File: src/rtl/pulse_width_detector.sv
// Pulse width detector: measures an asynchronous active-high pulse in whole
// milliseconds, classifies it against [MIN_MS, MAX_MS] and issues one report
// strobe per pulse. All state advances on the falling clock edge.
module pulse_width_detector #(
  parameter int CLK_FREQ    = 7159000,
  parameter int MIN_MS      = 10,
  parameter int MAX_MS      = 1000,
  parameter int SYNC_STAGES = 2
) (
  input  logic        _clk,
  input  logic        _reset,
  input  logic        pulse_in,
  output logic        busy,
  output logic        valid,
  output logic [15:0] width_ms,
  output logic        in_window,
  output logic        too_short,
  output logic        too_long
);

  localparam int TICKS = CLK_FREQ / 1000;
  localparam int PW    = (TICKS > 1) ? $clog2(TICKS) : 1;
  localparam int FW    = $clog2(SYNC_STAGES + 1);

  localparam logic [PW-1:0] PRESC_LAST = PW'(TICKS - 1);
  localparam logic [FW-1:0] FILL_LAST  = FW'(SYNC_STAGES);
  localparam logic [15:0]   MIN_W      = 16'(MIN_MS);
  localparam logic [15:0]   MAX_W      = 16'(MAX_MS);
  localparam logic [15:0]   TIMEOUT_W  = 16'(MAX_MS + 1);

  typedef enum logic [1:0] {
    ARM      = 2'd0,
    IDLE     = 2'd1,
    MEASURE  = 2'd2,
    WAIT_LOW = 2'd3
  } state_t;

  state_t               state, state_nxt;
  logic [SYNC_STAGES-1:0] sync;
  logic                 s_in, s_prev, rise, fall;
  logic [PW-1:0]        presc, presc_nxt;
  logic [15:0]          ms, ms_nxt;
  logic [FW-1:0]        fill, fill_nxt;
  logic                 wrap;
  logic                 report;
  logic [15:0]          report_w;

  assign s_in = sync[SYNC_STAGES-1];
  assign rise = s_in & ~s_prev;
  assign fall = ~s_in & s_prev;
  assign wrap = (presc == PRESC_LAST);
  assign busy = (state == MEASURE);

  // Synchroniser chain and one-cycle delayed copy for edge detection.
  // NOTE: sequential state uses non-blocking assignments so every flop samples
  // the pre-edge values of its neighbours, independent of statement order.
  always_ff @(negedge _clk or negedge _reset) begin
    if (!_reset) begin
      sync   <= '0;
      s_prev <= 1'b0;
    end else begin
      sync   <= {sync[SYNC_STAGES-2:0], pulse_in};
      s_prev <= s_in;
    end
  end

  // State, prescaler, ms counter and flush counter registers.
  always_ff @(negedge _clk or negedge _reset) begin
    if (!_reset) begin
      state <= ARM;
      presc <= '0;
      ms    <= '0;
      fill  <= '0;
    end else begin
      state <= state_nxt;
      presc <= presc_nxt;
      ms    <= ms_nxt;
      fill  <= fill_nxt;
    end
  end

  // Next-state and measurement logic. ARM first lets the cleared synchroniser
  // fill with real samples, so a pulse already high at reset release is seen
  // as high and skipped rather than mistaken for a fresh rise. Every MEASURE
  // cycle, including the fall cycle, advances the count, so a pulse of N
  // synchronised high cycles ends with ms*TICKS+presc == N.
  // NOTE: every signal gets a default before the case so no path leaves one
  // unassigned, which would otherwise infer a latch.
  always_comb begin
    state_nxt = state;
    presc_nxt = presc;
    ms_nxt    = ms;
    fill_nxt  = fill;
    report    = 1'b0;
    report_w  = ms;
    unique case (state)
      ARM: begin
        if (fill != FILL_LAST) fill_nxt = fill + 1'b1;
        else if (!s_in)        state_nxt = IDLE;
      end
      IDLE: begin
        if (rise) begin
          presc_nxt = '0;
          ms_nxt    = '0;
          state_nxt = MEASURE;
        end
      end
      MEASURE: begin
        if (wrap && (ms == MAX_W)) begin
          // The count is about to pass MAX_MS: report now instead of waiting.
          report    = 1'b1;
          report_w  = TIMEOUT_W;
          state_nxt = fall ? IDLE : WAIT_LOW;
        end else begin
          presc_nxt = wrap ? '0 : presc + 1'b1;
          ms_nxt    = wrap ? ms + 1'b1 : ms;
          if (fall) begin
            report    = 1'b1;
            report_w  = ms_nxt;
            state_nxt = IDLE;
          end
        end
      end
      WAIT_LOW: begin
        if (fall) state_nxt = IDLE;
      end
      default: state_nxt = ARM;
    endcase
  end

  // Report registers: width and flags change only alongside the valid strobe.
  always_ff @(negedge _clk or negedge _reset) begin
    if (!_reset) begin
      valid     <= 1'b0;
      width_ms  <= '0;
      in_window <= 1'b0;
      too_short <= 1'b0;
      too_long  <= 1'b0;
    end else begin
      valid <= report;
      if (report) begin
        width_ms  <= report_w;
        in_window <= (report_w >= MIN_W) && (report_w <= MAX_W);
        too_short <= (report_w < MIN_W);
        too_long  <= (report_w > MAX_W);
      end
    end
  end

endmodule

File: config.mk
export PLATFORM = sky130hd
export DESIGN_NAME = pulse_width_detector
export DESIGN_NICKNAME = d
export VERILOG_FILES = /design/src/rtl/pulse_width_detector.sv
export SDC_FILE = /design/constraint.sdc
export NUM_CORES = 1
export LEC_CHECK = 0
export CAP_MARGIN = 30
export CORE_ASPECT_RATIO = 2
export CORE_UTILIZATION = 60
export DETAILED_ROUTE_END_ITERATION = 8
export PLACE_DENSITY = 0.81
export RECOVER_POWER = 50
export SYNTH_ARGS = -nofsm -noshare
export SYNTH_HDL_FRONTEND = slang
export SYNTH_SLANG_ARGS = --single-unit
File: constraint.sdc
create_clock -name _clk -period 6.5 [get_ports _clk]
set_input_delay 0.65 -clock _clk [delete_from_list [all_inputs] [get_ports _clk]]
set_output_delay 0.65 -clock _clk [all_outputs]
set_load 0.005 [all_outputs]
# == After elaboration in Yosys (flattened, before gate mapping) ==
# Index checks and enable logic that the tools add are counted.
# classes
order_cmp,4
n_eq_ne,10
mul,0
n_mux,21
n_div,0
n_reduce_logical,7
add_sub_neg,3
bitwise_logic,4
n_shift,0
# op_table
operator,n
16-bit 2-to-1 mux,6
13-bit 2-to-1 mux,3
16-bit one-hot mux with 2 select lines,1
13-bit one-hot mux with 2 select lines,1
"16-bit by 1-bit adder with 16-bit output, second input constant",1
"16-bit by 10-bit equality test with 1-bit output, second input constant",1
"16-bit by 4-bit >= comparator with 1-bit output, second input constant",1
"16-bit by 10-bit > comparator with 1-bit output, second input constant",1
"16-bit by 10-bit <= comparator with 1-bit output, second input constant",1
"16-bit by 4-bit < comparator with 1-bit output, second input constant",1
"13-bit by 1-bit adder with 13-bit output, second input constant",1
"13-bit equality test, second input constant",1
2-bit 2-to-1 mux,6
"2-bit inequality test, second input constant",5
2-bit one-hot mux with 4 select lines,1
3-bit AND reduction,2
"2-bit equality test, second input constant",2
1-bit 2-to-1 mux,3
"2-bit by 1-bit adder with 2-bit output, second input constant",1
1-bit AND,2
"2-bit by 1-bit equality test with 1-bit output, second input constant",1
1-bit logical AND,2
2-bit logical NOT,1
1-bit NOT,2
2 further kinds,2
# word_totals
latch_bits,0
ff_bits,56
elab_cells,60
n_memories,0
inputBits,3
mem_bits_rw,0
romBits,0

# == Longest topological paths before layout ==
# Gate-level depths: netlist of run 1.
# depth
depth_word,7
mapped_depth,12

==> results of run 1 <==
[power groups by stage]
stage	logic (W)	clock network (W)	registers, W
2_1_floorplan	0.0000766	0	0.000422
3_3_place_gp	0.000161	0	0.000421
3_5_place_dp	0.000167	0	0.000422
4_1_cts	0.000167	0.000231	0.000415
5_1_grt	0.000182	0.000243	0.000423
6_report	0.000163	0.000225	0.000415
[sequential cells by signal, summed over array words and instances, names as in the netlist]
register,cells
ms,16
valid,1
too_short,1
state,2
in_window,1
too_long,1
sync,2
fill,2
presc,13
width_ms,16
s_prev,1
[worst min-delay path by stage]
stage	start	to	slack [ns]
floorplan	sync[0]$_DFF_NN0_	sync[1]$_DFF_NN0_	0.29
global placement	sync[0]$_DFF_NN0_	sync[1]$_DFF_NN0_	0.30
detailed placement	sync[0]$_DFF_NN0_	sync[1]$_DFF_NN0_	0.30
CTS	sync[0]$_DFF_NN0_	sync[1]$_DFF_NN0_	0.30
global route	sync[0]$_DFF_NN0_	sync[1]$_DFF_NN0_	0.32
finish	sync[0]$_DFF_NN0_	sync[1]$_DFF_NN0_	0.30
[routing by layer]
layer | wire length [um] | vias up
met5 | 0 | -
met4 | 362 | 0
met3 | 221 | 28
met2 | 4000 | 79
met1 | 2960 | 1364
li1 | - | 1392
[Yosys cell counts (all sizes together)]
library cell	n	area share [%]
o21ai	57	8.8
dfrtn	56	43
nand2	45	5.3
nor2	44	5.1
a21oi	21	3.2
nand3	18	2.8
clkbuf	17	2.0
xnor2	13	3.5
o31ai	11	2.7
nand4	9	1.9
nor3	9	1.9
inv	8	0.93
and3	7	1.4
and2	6	1.2
a31oi	5	0.97
ha	5	1.9
mux2i	5	1.5
nor4	5	1.6
buf	4	0.81
and4	3	0.81
nor4bb	3	0.93
or3	3	0.58
or4	3	0.93
xor2	3	0.81
and4b	2	0.62
o211ai	2	0.62
o22a	2	0.54
o41ai	2	0.54
or2	2	0.39
a211oi	1	0.23
a31o	1	0.27
and3b	1	0.27
clkinv	1	0.12
nand2b	1	0.19
nand4b	1	0.27
nand4bb	1	0.35
nor2b	1	0.19
nor4b	1	0.27
o32ai	1	0.27
[area by class of cell]
type | count | area, sq um | share of cell area (%)
multi-input combinational | 294 | 1690 | 47.4
sequential | 56 | 1400 | 39.4
clock buffer | 6 | 72.6 | 2.04
clock inverter | 2 | 35.0 | 0.985
inverter | 9 | 33.8 | 0.949
timing repair buffer | 28 | 258 | 7.24
tap | 58 | 72.6 | 2.04
[logic make-up (layout without fill, tap and decap cells)]
family,Yosys count,in the layout,share of synthesized area (%)
adders and majority gates,5,5,1.93
xor gates and xnor gates,16,16,4.33
DFF,56,56,43.3
buffers and inverters,30,45,3.82
muxes,5,5,1.55
AOI/OAI and AO/OA,103,103,18.2
and+or+nand+nor,165,165,26.9
[through the flow]
stage | std cells | util, % | hold slack, ns | setup WS, ns | instance area, sq um
2_1_floorplan | 380 | - | 0.292 | 1.80 | 3240
3_3_place_gp | 444 | 67.2 | 0.298 | 1.23 | 3480
3_5_place_dp | 445 | 67.4 | 0.302 | 1.16 | 3490
4_1_cts | 453 | 69.5 | 0.303 | 0.812 | 3600
5_1_grt | 453 | 68.6 | 0.321 | 0.730 | 3560
6_report | 453 | 68.6 | 0.300 | 0.819 | 3560
[worst register-to-register path, stage by stage, from the launching register on]
cell	delay [ns]
dfrtn_1	0.51
nand4_1	0.27
or4_1	0.82
nor3_1	0.94
nand4_1	0.29
xor2_1	0.30
nand4_1	0.25
o22a_1	0.24
==> reports/qor.csv, run 1 <==
stage,metric,value,unit
setup_path,CP max FO,8,
cts,CTS tree,done,
power,Int Pwr,0.000587,W
layout,"commonest non-fill, non-tap cells in the layout","o21ai_0 (57), dfrtn_1 (56), nand2_1 (45)",
grt,Total Routing Usage GR,29.8,%
timing,Worst-Margin Slew,1.49,ns
layout,"most common cell after layout, fill and taps aside",o21ai_0,
status,status,finished with violations,
detailed_routing,post-detailed-route count of antenna-violating nets,0,
cts,post-CTS setup buffer count,0,
setup_path,CP Capture Point,busy,
setup_path,crit path DAT,5.03,ns
detailed_routing,vias,2863,
synthesis,Syn. warnings,0,
timing,unrepaired setup endpoints after global routing,no,
layout,Inserted Diodes,0,
setup_path,CP Buf/Inv Count,2,
status,failing checks,max-capacitance violations,
detailed_routing,initial drt markers,107,
detailed_routing,Vias/cell,6.32,
place,port bufs,23,
synthesis,Synth Register Bits,56,
layout,P&R area growth vs syn,9.85,%
power,Sw Ratio,26.9,%
timing,Setup-failing EPs final,0,
setup_path,Critical Path End Type,output pin,
cts,cts bufs inserted,5,
place,GPL Wtd Cong,0.934,
power,Flop pwr share,51.6,%
timing,Max-slew headroom,0.386,%
cts,Clock Tree Buf Depth,2,
cts,clock latency at the later pin of the worst-skew pair,0.32,ns
hold_path,hold depth,0,
grt,met3 Usage GRT,4.72,%
setup_path,CP max stage delay,0.51,ns
grt,largest net degree at the start of global routing,31,
power,Worst VDD drop,0.256,mV
cts,Post-CTS Hold Buffers,0,
timing,setup TNS,0,ns
grt,global route overflow,0,
grt,vias in the first global route,2672,
power,Clk pwr share,28.1,%
synthesis,Post-Synthesis Cell Area,3240,sq um
setup_path,Critical R2R Launch,presc[6]$_DFFE_NN0P_,
die,Die H,106,um
timing,Final Skew,0.00822,ns
die,num rows,37,
power,PnR Total Power,0.000803,W
setup_path,reg2reg path depth,7,
setup_path,critical path's top delay family,buffers and inverters,
setup_path,"critical path, cell by cell",nand2b_1 > clkinv_1 > clkdlybuf4s50_1,
grt,Global Route met2 Usage,50.9,%
setup_path,end of the worst register-to-register path,too_long$_DFFE_NN0P_,
die,DIE AREA,5710,sq um
cts,clock slew at reported path FFs,0.06,ns
synthesis,Mapped Avg Cell Area,8.52,sq um
setup_path,crit path kind,flop to output pin,
layout,FILL cells,446,
setup_path,crit path launch,state[0]$_DFFE_NN0P_,
detailed_routing,WL/cell,16.6,um
cts,Post-CTS Resized,0,
setup_path,CP Depth,3,
setup_path,register-to-register setup slack,2.72,ns
power,Logic pwr share,20.3,%
place,DPL Wire Length,5.60,mm
grt,grt met1 use,31.6,%
synthesis,syn_nets,388,
hold_path,HP Class,flop to flop,
synthesis,"Seq/Total Area, Yosys",43.3,%
layout,share of cells above drive strength 1,4.30,%
cts,H-tree depth,2,
power,Leakage,1.41,nW
job,max cap viols,1,
synthesis,cell count after synthesis,380,
die,core area,5180,sq um
die,Starting Density,62.5,%
grt,grt peak-use layer,met2,
timing,"Slew Viols, Final",0,
setup_path,WP data required,5.85,ns
grt,initial antenna violation count,0,
die,Die Wd,54.0,um
power,Psw,0.000216,W
power,PwrDens,226,nW/um^2
detailed_routing,Pre-Repair DR Iteration Count,4,
cts,clock sink total,56,
setup_path,CP Launch Type,flop,
grt,first-pass GRT wire length,12.4,mm
detailed_routing,DRC viols,0,
die,I/O Pins,24,
layout,nets,402,
cts,root buffer cell,clkbuf_8,
synthesis,count of cell types in the netlist,52,
timing,Final Hold Fails,0,
detailed_routing,final WL,7.54,mm
setup_path,highest-delay cell along the critical path,clkdlybuf4s50_1,
Power figures use the tool's default switching activity.
==> inputs of run 2 (changes only) <==
Settings changed: CTS_CLUSTER_SIZE from default to 28, PLACE_DENSITY 0.81 to 0.89.
==> run 2 against run 1 <==
  * The run ends with max-capacitance violations, max-slew violations left
  * Register-to-register slack improved by 0.08 ns
  * Sequential cell count unchanged
  * Sequential share of layout area increased by 0.18 points
  * Routed wire length increased by 3.5%
  * First-iteration DRC count increased by 4.7%
  * Clock skew about the same
  * Global-route usage increased by 1.5 points
  * Clock power decreased by 12%
  * Worst setup slack got worse by 0.022 ns
  * Highest routed layer unchanged
==> reports/qor.csv, run 2 (same netlist as run 1, synthesis figures left out) <==
stage,metric,value,unit,change
setup_path,register-to-register setup slack,2.80,ns,+0.08 ns
die,Die Wd,54.0,um,unchanged
die,num rows,37,,unchanged
power,Leakage,1.40,nW,-0.69%
grt,initial antenna violation count,0,,unchanged
cts,Clock Tree Buf Depth,2,,unchanged
detailed_routing,DRC viols,0,,unchanged
detailed_routing,Vias/cell,6.45,,+2.0%
detailed_routing,post-detailed-route count of antenna-violating nets,0,,unchanged
layout,P&R area growth vs syn,9.35,%,
place,DPL Wire Length,5.65,mm,+0.93%
detailed_routing,final WL,7.81,mm,+3.5%
status,status,finished with violations,,
layout,"most common cell after layout, fill and taps aside",o21ai_0,,
setup_path,CP max FO,8,,unchanged
setup_path,critical path's top delay family,buffers and inverters,,
setup_path,WP data required,5.85,ns,about the same
setup_path,CP Launch Type,flop,,
cts,clock slew at reported path FFs,0.06,ns,about the same
setup_path,highest-delay cell along the critical path,clkdlybuf4s50_1,,
timing,Final WS setup,0.797,ns,-0.0222 ns
die,DIE AREA,5710,sq um,unchanged
place,port bufs,23,,unchanged
die,Die H,106,um,unchanged
status,failing checks,"max-capacitance violations, max-slew violations",,
detailed_routing,WL/cell,17.2,um,+3.5%
layout,Regs by FF count,"ms: 16 flops, width_ms: 16 flops, presc: 13 flops",,
place,GPL Wtd Cong,0.910,,-2.6%
cts,clock sink total,56,,unchanged
timing,hold slack final,0.301,ns,+0.00138 ns
grt,global route overflow,0,,unchanged
timing,Setup-failing EPs final,0,,unchanged
cts,clock latency at the later pin of the worst-skew pair,0.32,ns,about the same
die,I/O Pins,24,,unchanged
cts,Post-CTS Resized,0,,unchanged
cts,Post-CTS Hold Buffers,0,,unchanged
setup_path,crit path kind,flop to output pin,,
setup_path,CP max stage delay,0.51,ns,about the same
layout,FILL cells,444,,-0.45%
job,max cap viols,1,,unchanged
timing,unrepaired setup endpoints after global routing,no,,
grt,first-pass GRT wire length,12.9,mm,+4.0%
power,PwrDens,220,nW/um^2,-2.6%
cts,CTS tree,done,,
power,Worst VDD drop,0.201,mV,-21%
cts,post-CTS setup buffer count,0,,unchanged
grt,largest net degree at the start of global routing,30,,-3.2%
cts,root buffer cell,clkbuf_8,,
layout,nets,402,,unchanged
setup_path,crit path DAT,5.05,ns,+0.02 ns
cts,H-tree depth,2,,unchanged
die,core area,5180,sq um,unchanged
timing,setup TNS,0,ns,unchanged
timing,Max-slew headroom,-0.0711,%,-0.46 points
layout,"commonest non-fill, non-tap cells in the layout","o21ai_0 (57), dfrtn_1 (56), nand2_1 (45)",,
hold_path,HP Class,flop to flop,,
die,Starting Density,62.5,%,unchanged
detailed_routing,Pre-Repair DR Iteration Count,5,,+1
setup_path,Critical Path End Type,output pin,,
grt,Total Routing Usage GR,31.3,%,+1.5 points
detailed_routing,initial drt markers,112,,+4.7%
timing,Final Hold Fails,0,,unchanged
place,DP Worst Slack,1.13,ns,-0.0357 ns
detailed_routing,vias,2921,,+2.0%
timing,"Slew Viols, Final",28,,+28
timing,Final Skew,0.00819,ns,-0.0000335 ns
cts,cts bufs inserted,5,,unchanged
layout,share of cells above drive strength 1,4.30,%,unchanged
timing,Worst-Margin Slew,1.50,ns,+0.00685 ns
setup_path,"critical path, cell by cell",nand2b_1 > clkinv_1 > clkdlybuf4s50_1,,
grt,vias in the first global route,2749,,+2.9%
setup_path,CP Buf/Inv Count,2,,unchanged
layout,Inserted Diodes,0,,unchanged
[run 2: layout make-up]
class                      count  area [sq um]  area share, %
timing repair buffer          28           254           7.17
inverter                       9          33.8          0.954
tap                           58          72.6           2.05
clock buffer                   8          90.1           2.54
sequential                    56          1400           39.6
multi-input combinational    294          1690           47.7
[run 2: where the power goes]
| part | switching [W] | internal (W) |
|---|---|---|
| registers | 0.0000261 | 0.000391 |
| clock network | 0.000111 | 0.0000872 |
| logic | 0.0000822 | 0.0000810 |
| total | 0.000219 | 0.000559 |
[run 2: per-stage QoR]
| stage | util (%) | instances | cell area, sq um | total power [W] |
|---|---|---|---|---|
| final | 68.3 | 453 | 3540 | 0.000779 |
| after global routing | 68.3 | 453 | 3540 | 0.000823 |
| after CTS | 69.1 | 453 | 3580 | 0.000787 |
| after detailed placement | 67.3 | 445 | 3490 | 0.000592 |
| after global placement | 67.2 | 444 | 3480 | 0.000581 |
| after floorplan | - | 380 | 3240 | 0.000499 |
[run 2: final timing paths]
kind                                      start                  endpoint  depth (start not counted)
min                           sync[0]$_DFF_NN0_         sync[1]$_DFF_NN0_                          0
max reg2reg                presc[6]$_DFFE_NN0P_      presc[9]$_DFFE_NN0P_                          8
min in group asynchronous                _reset  width_ms[11]$_DFFE_NN0P_                          1
max in group asynchronous                _reset         ms[6]$_DFFE_NN0P_                          2
min reg2reg                   sync[0]$_DFF_NN0_         sync[1]$_DFF_NN0_                          0
max                        state[0]$_DFFE_NN0P_                      busy                          3
[run 2: layer usage]
layer  global-route usage [%]  vias to the layer above  wire (um)
li1                         -                     1386          -
met1                     33.4                     1391       2880
met2                     52.1                      107       4180
met3                     6.15                       37        317
met4                     20.9                        0        421
met5                        0                        -          0
[run 2: worst register-to-register path, stage by stage (launching register included)]
cell,delay (ns)
dfrtn_1,0.52
nand4_1,0.26
or4_1,0.79
nor2_1,0.26
nor2_1,0.13
a31oi_1,0.49
clkbuf_1,0.74
nor2_1,0.13
o22a_1,0.23
